`src/rtl/adc_serial_rx.sv`:
```
// adc_serial_rx: reads 8-bit MSB-first conversions from a serial ADC
// (CS_n / SCLK / DOUT). It generates chip select and serial clock from clk
// and holds the last completed sample for the downstream averaging filter.
//
// state | meaning
// ------+---------------------------------------------------------------
// IDLE  | CS_n high, SCLK low, waiting for en
// SETUP | CS_n low, SCLK low for DIV cycles so the ADC can drive its MSB
// SHIFT | SCLK toggles every DIV cycles; capture on each rising drive
// GAP   | CS_n high for IDLE_CYC cycles, then restart or return to IDLE

module adc_serial_rx #(
    parameter int DIV      = 4,
    parameter int IDLE_CYC = 8
) (
    input  logic       clk,
    input  logic       rst_n,
    input  logic       en,
    input  logic       adc_dout,
    output logic       adc_cs_n,
    output logic       adc_sclk,
    output logic [7:0] sample,
    output logic       sample_valid,
    output logic       busy
);

    // One down-counter times both SCLK half-periods and the CS_n gap.
    localparam int CNT_MAX = (DIV > IDLE_CYC) ? DIV : IDLE_CYC;
    localparam int CW      = $clog2(CNT_MAX + 1);

    localparam logic [CW-1:0] HALF_LOAD = CW'(DIV - 1);
    localparam logic [CW-1:0] GAP_LOAD  = CW'(IDLE_CYC - 1);
    localparam logic [CW-1:0] CNT_ONE   = CW'(1);

    typedef enum logic [1:0] {
        IDLE  = 2'd0,
        SETUP = 2'd1,
        SHIFT = 2'd2,
        GAP   = 2'd3
    } state_t;

    state_t        state;
    state_t        state_nxt;
    logic [CW-1:0] cnt;
    logic [CW-1:0] cnt_nxt;
    logic [2:0]    bit_cnt;
    logic [2:0]    bit_cnt_nxt;
    logic [7:0]    shift;
    logic [7:0]    shift_nxt;
    logic          cs_n_nxt;
    logic          sclk_nxt;
    logic [7:0]    sample_nxt;
    logic          valid_nxt;
    logic          tc;
    logic          last_bit;

    assign tc       = (cnt == '0);
    assign last_bit = (bit_cnt == 3'd7);
    assign busy     = (state != IDLE);

    // State register.
    always_ff @(posedge clk or negedge rst_n) begin
        if (!rst_n) begin
            state <= IDLE;
        end else begin
            state <= state_nxt;
        end
    end

    // Next-state decode; completion is the falling SCLK edge after bit 0.
    always_comb begin
        state_nxt = state;
        case (state)
            IDLE:  if (en) state_nxt = SETUP;
            SETUP: if (tc) state_nxt = SHIFT;
            SHIFT: if (tc && adc_sclk && last_bit) state_nxt = GAP;
            GAP:   if (tc) state_nxt = en ? SETUP : IDLE;
            default: state_nxt = IDLE;
        endcase
    end

    // Next values for the timer, shifter and registered ADC/sample outputs.
    always_comb begin
        cnt_nxt     = cnt;
        bit_cnt_nxt = bit_cnt;
        shift_nxt   = shift;
        cs_n_nxt    = adc_cs_n;
        sclk_nxt    = adc_sclk;
        sample_nxt  = sample;
        valid_nxt   = 1'b0;
        case (state)
            IDLE: begin
                cs_n_nxt = 1'b1;
                sclk_nxt = 1'b0;
                if (en) begin
                    cs_n_nxt    = 1'b0;
                    cnt_nxt     = HALF_LOAD;
                    bit_cnt_nxt = 3'd0;
                    shift_nxt   = 8'h00;
                end
            end
            SETUP: begin
                if (tc) begin
                    sclk_nxt  = 1'b1;
                    shift_nxt = {shift[6:0], adc_dout};
                    cnt_nxt   = HALF_LOAD;
                end else begin
                    cnt_nxt = cnt - CNT_ONE;
                end
            end
            SHIFT: begin
                if (tc) begin
                    cnt_nxt = HALF_LOAD;
                    if (adc_sclk) begin
                        sclk_nxt = 1'b0;
                        if (last_bit) begin
                            cs_n_nxt   = 1'b1;
                            sample_nxt = shift;
                            valid_nxt  = 1'b1;
                            cnt_nxt    = GAP_LOAD;
                        end else begin
                            bit_cnt_nxt = bit_cnt + 3'd1;
                        end
                    end else begin
                        sclk_nxt  = 1'b1;
                        shift_nxt = {shift[6:0], adc_dout};
                    end
                end else begin
                    cnt_nxt = cnt - CNT_ONE;
                end
            end
            GAP: begin
                if (tc) begin
                    if (en) begin
                        cs_n_nxt    = 1'b0;
                        cnt_nxt     = HALF_LOAD;
                        bit_cnt_nxt = 3'd0;
                        shift_nxt   = 8'h00;
                    end
                end else begin
                    cnt_nxt = cnt - CNT_ONE;
                end
            end
            default: ;
        endcase
    end

    // Datapath and output registers; reset discards any partial conversion.
    always_ff @(posedge clk or negedge rst_n) begin
        if (!rst_n) begin
            cnt          <= '0;
            bit_cnt      <= 3'd0;
            shift        <= 8'h00;
            adc_cs_n     <= 1'b1;
            adc_sclk     <= 1'b0;
            sample       <= 8'h00;
            sample_valid <= 1'b0;
        end else begin
            cnt          <= cnt_nxt;
            bit_cnt      <= bit_cnt_nxt;
            shift        <= shift_nxt;
            adc_cs_n     <= cs_n_nxt;
            adc_sclk     <= sclk_nxt;
            sample       <= sample_nxt;
            sample_valid <= valid_nxt;
        end
    end

endmodule

```
`config.mk`:
```
export PLATFORM = sky130hd
export DESIGN_NAME = adc_serial_rx
export DESIGN_NICKNAME = d
export VERILOG_FILES = /design/src/rtl/adc_serial_rx.sv
export SDC_FILE = /design/constraint.sdc
export NUM_CORES = 1
export LEC_CHECK = 0
export CORE_MARGIN = 3
export CORE_UTILIZATION = 59
export DETAILED_ROUTE_END_ITERATION = 8
export GPL_ROUTABILITY_DRIVEN = 0
export PLACE_DENSITY = 0.94
export SYNTH_ARGS = -nofsm -noshare
export SYNTH_HDL_FRONTEND = slang
export SYNTH_SLANG_ARGS = --single-unit
```
`constraint.sdc`:
```
create_clock -name clk -period 3 [get_ports clk]
set_clock_uncertainty 0.05 [all_clocks]
set_input_delay 0.75 -clock clk [delete_from_list [all_inputs] [get_ports clk]]
set_output_delay 0.75 -clock clk [all_outputs]
set_load 0.01 [all_outputs]
```
==> results by group <==
Critical path
  • Slowest CP cell: clkdlybuf4s50_1
  • CP Data Required Time: 2.20 ns
  • CP most frequent cell: inv_1
  • Worst-path maximum fanout: 6
  • Ordered list of cells on the worst path: inv_1 -> ha_1 -> inv_1 -> clkdlybuf4s50_1
  • CP Capture Type: primary output
  • WS Path Type: flop to primary output
  • Critical path arrival: 1.75 ns
  • Startpoint Class: flop
  • Worst stage delay on the critical path: 0.53 ns

Place
  • Port bufs: 15
  • Post-detail-place hpwl: 2.11 mm
  • Placed inst area: 1600 µm²
  • Placed Cells: 174
  • DP Worst Slack: 0.662 ns

CTS
  • Worst-Skew Late Latency: 0.34 ns
  • Root Buffer Master: clkbuf_4
  • Total clock buffers created by CTS: 3
  • Clk sinks: 28
  • H-tree levels: 1
  • # hold bufs at CTS: 0
  • Clock transition at the registers of the reported paths: 0.15 ns
  • # resized after CTS: 0
  • Post-CTS setup buffers: 0
  • Max Root-Sink Buffers: 2
  • CTS tree: done

Floorplan
  • Initial core utilization: 63.3%
  • Die area: 3040 µm²
  • Die X: 55.2 µm
  • Core Area: 2250 µm²
  • Std cell rows: 17
  • I/O pin total: 16
  • Die Y: 55.2 µm

Timing
  • F_max: 392 MHz
  • Fin. Hold Viols: 0
  • Fin crit period: 2.55 ns
  • Sum Neg Setup Slack: 0 ns
  • RSZ-0062 raised after global routing: no
  • Pins over their slew limit: 0
  • Slew @ Worst Pin: 0.454 ns
  • Post-route clock period utilization: 85.0%
  • Worst slew margin: 68.9%
  • Setup WS post-layout: 0.450 ns
  • Final setup fails: 0

Global routing
  • First-pass GRT wire length: 4.54 mm
  • GR Util met2: 34.6%
  • Largest net degree at the start of global routing: 29
  • Vias in the first global route: 1017
  • Layer with the highest usage: met2
  • Met1 usage: 26.1%
  • Total GRT Usage: 21.3%
  • Initial antenna violation count: 0
  • Remaining Overflow, GRT: 0
  • Met3 Use GR: 5.36%

Route
  • Routed via count: 1072
  • Vias per cell: 6.02
  • Detailed Routing Iterations Pass 1: 4
  • WL/cell: 15.9 µm
  • Post-Route WL: 2.83 mm
  • Drt initial violations: 35
  • Post-route ant nets: 0
  • Remaining DRCs: 0

Pwr
  • Leakage: 0.790 nW
  • Combinational share of power: 50.4%
  • Switching Power: 0.000688 W
  • Switching part of the total: 42.1%
  • Int Pwr: 0.000945 W
  • VDD IR max: 0.667 mV
  • Clock share of power: 15.4%
  • Flop pwr share: 34.2%
  • Cell area power density: 985 nW/µm²

Layout
  • Final Util: 73.5%
  • Commonest non-fill, non-tap cell in the layout: dfrtp_1
  • Final Non-Filler Cells: 178
  • Sequential cell area: 702 µm²
  • Commonest non-fill, non-tap cells in the layout: dfrtp_1 (27), nand2_1 (20), clkdlybuf4s50_1 (15)
  • Share of cells above drive strength 1: 8.67%
  • Fill cells: 163
  • Area of the multi-input gates: 657 µm²
  • Synthesis-to-finish area growth: 16.1%
  • Finished Cell Area: 1660 µm²
  • Diodes inserted: 0
  • Nets: 164

Run status
  • Status: completed

Synthesis
  • Mapped Avg Cell Area: 10.7 µm²
  • Yosys cell types: 34
  • Gate count after technology mapping: 133
  • Post-synth net total: 146
  • Register area share after synthesis: 49.2%
  • Cell area after synthesis: 1430 µm²
  • #FFs+latches synth: 28
  • Yosys warns: 0

Min path
  • Hold WC Path Type: flop to flop

Run
  • Max Cap Violations: 0
## sequential cells by signal, indices dropped and copies added, names as in the netlist
name	flops
adc_cs_n	1
adc_sclk	1
bit_cnt	3
cnt	4
sample	8
sample_valid	1
shift	8
state	2
## critical path: cells and delay by family, from the launching register on
kind | cells | cell delay [ns]
buffers and inverters | 3 | 0.72
flip-flops | 1 | 0.50
adder cells (fa/ha/maj) | 1 | 0.19
## layer usage
metal	vias up	part of all wire [%]	routed length (µm)
met5	-	0	0
met4	0	2.6	74
met3	10	4.9	140
met2	38	51	1440
met1	527	41	1170
li1	497	-	-
## layout make-up
class	count	area share, %
multi-input combinational	89	39.7
clock buffer	3	1.36
inverter	12	2.72
sequential	28	42.4
timing repair buffer	17	9.97
clock inverter	1	1.81
tap	28	2.11
## cell families (layout without fill, tap and decap cells)
group / Yosys count / in the layout / synth area share, %
AO/OA/AOI/OAI: 29 / 29 / 13.9
buffers and inverters: 16 / 33 / 4.74
XOR/XNOR: 1 / 1 / 0.614
flip-flops: 28 / 28 / 49.2
multiplexers: 14 / 14 / 11.1
AND/OR/NAND/NOR: 36 / 36 / 12.6
adder cells (fa/ha/maj): 9 / 9 / 7.89
## final timing paths
path	from	endpoint	slack (ns)	cells after the start
min reg2reg	shift[7]	shift[7]	0.45	2
min	shift[7]	shift[7]	0.45	2
max	state[1]	busy	0.45	4
max in group asynchronous	rst_n	adc_cs_n	1.89	2
min in group asynchronous	rst_n	shift[7]	0.71	2
max reg2reg	cnt[0]	state[1]	0.86	6
## power groups by stage
stage / clock, W / combinational (W) / sequential (W)
2_1_floorplan: 0 / 0.000609 / 0.000546
3_3_place_gp: 0 / 0.000738 / 0.000553
3_5_place_dp: 0 / 0.000810 / 0.000563
4_1_cts: 0.000256 / 0.000814 / 0.000555
5_1_grt: 0.000267 / 0.000906 / 0.000568
6_report: 0.000252 / 0.000823 / 0.000558
## synth_stat cells
library cell,number,area (µm²)
dfrtp_1,27,676
nand2_1,20,75.1
inv_1,12,45.0
mux2_1,10,113
o21ai_0,10,50.1
ha_1,9,113
nor2_1,5,18.8
a21oi_1,4,20.0
a31oi_1,3,18.8
clkbuf_1,3,11.3
mux2i_1,3,30.0
a21o_1,2,15.0
nor3_1,2,10.0
o2bb2ai_1,2,17.5
o32a_1,2,20.0
a2111oi_0,1,8.76
a21oi_4,1,16.3
buf_6,1,11.3
dfstp_2,1,26.3
mux2_4,1,15.0
nand2b_1,1,6.26
nand3_1,1,5.00
nand3_2,1,10.0
nor2_4,1,11.3
nor2b_1,1,6.26
nor3_2,1,10.0
nor3b_2,1,12.5
nor4_1,1,6.26
o2111ai_1,1,8.76
o21ai_1,1,5.00
o221ai_1,1,8.76
o22a_1,1,8.76
or3b_1,1,8.76
xor2_1,1,8.76
## through the flow
step	total power, W	hold WS, ns
floorplan	0.00116	0.396
global placement	0.00129	0.412
detailed placement	0.00137	0.424
CTS	0.00163	0.458
global route	0.00174	0.468
finish	0.00163	0.451
Note: power is estimated with default switching activity, not from simulation.
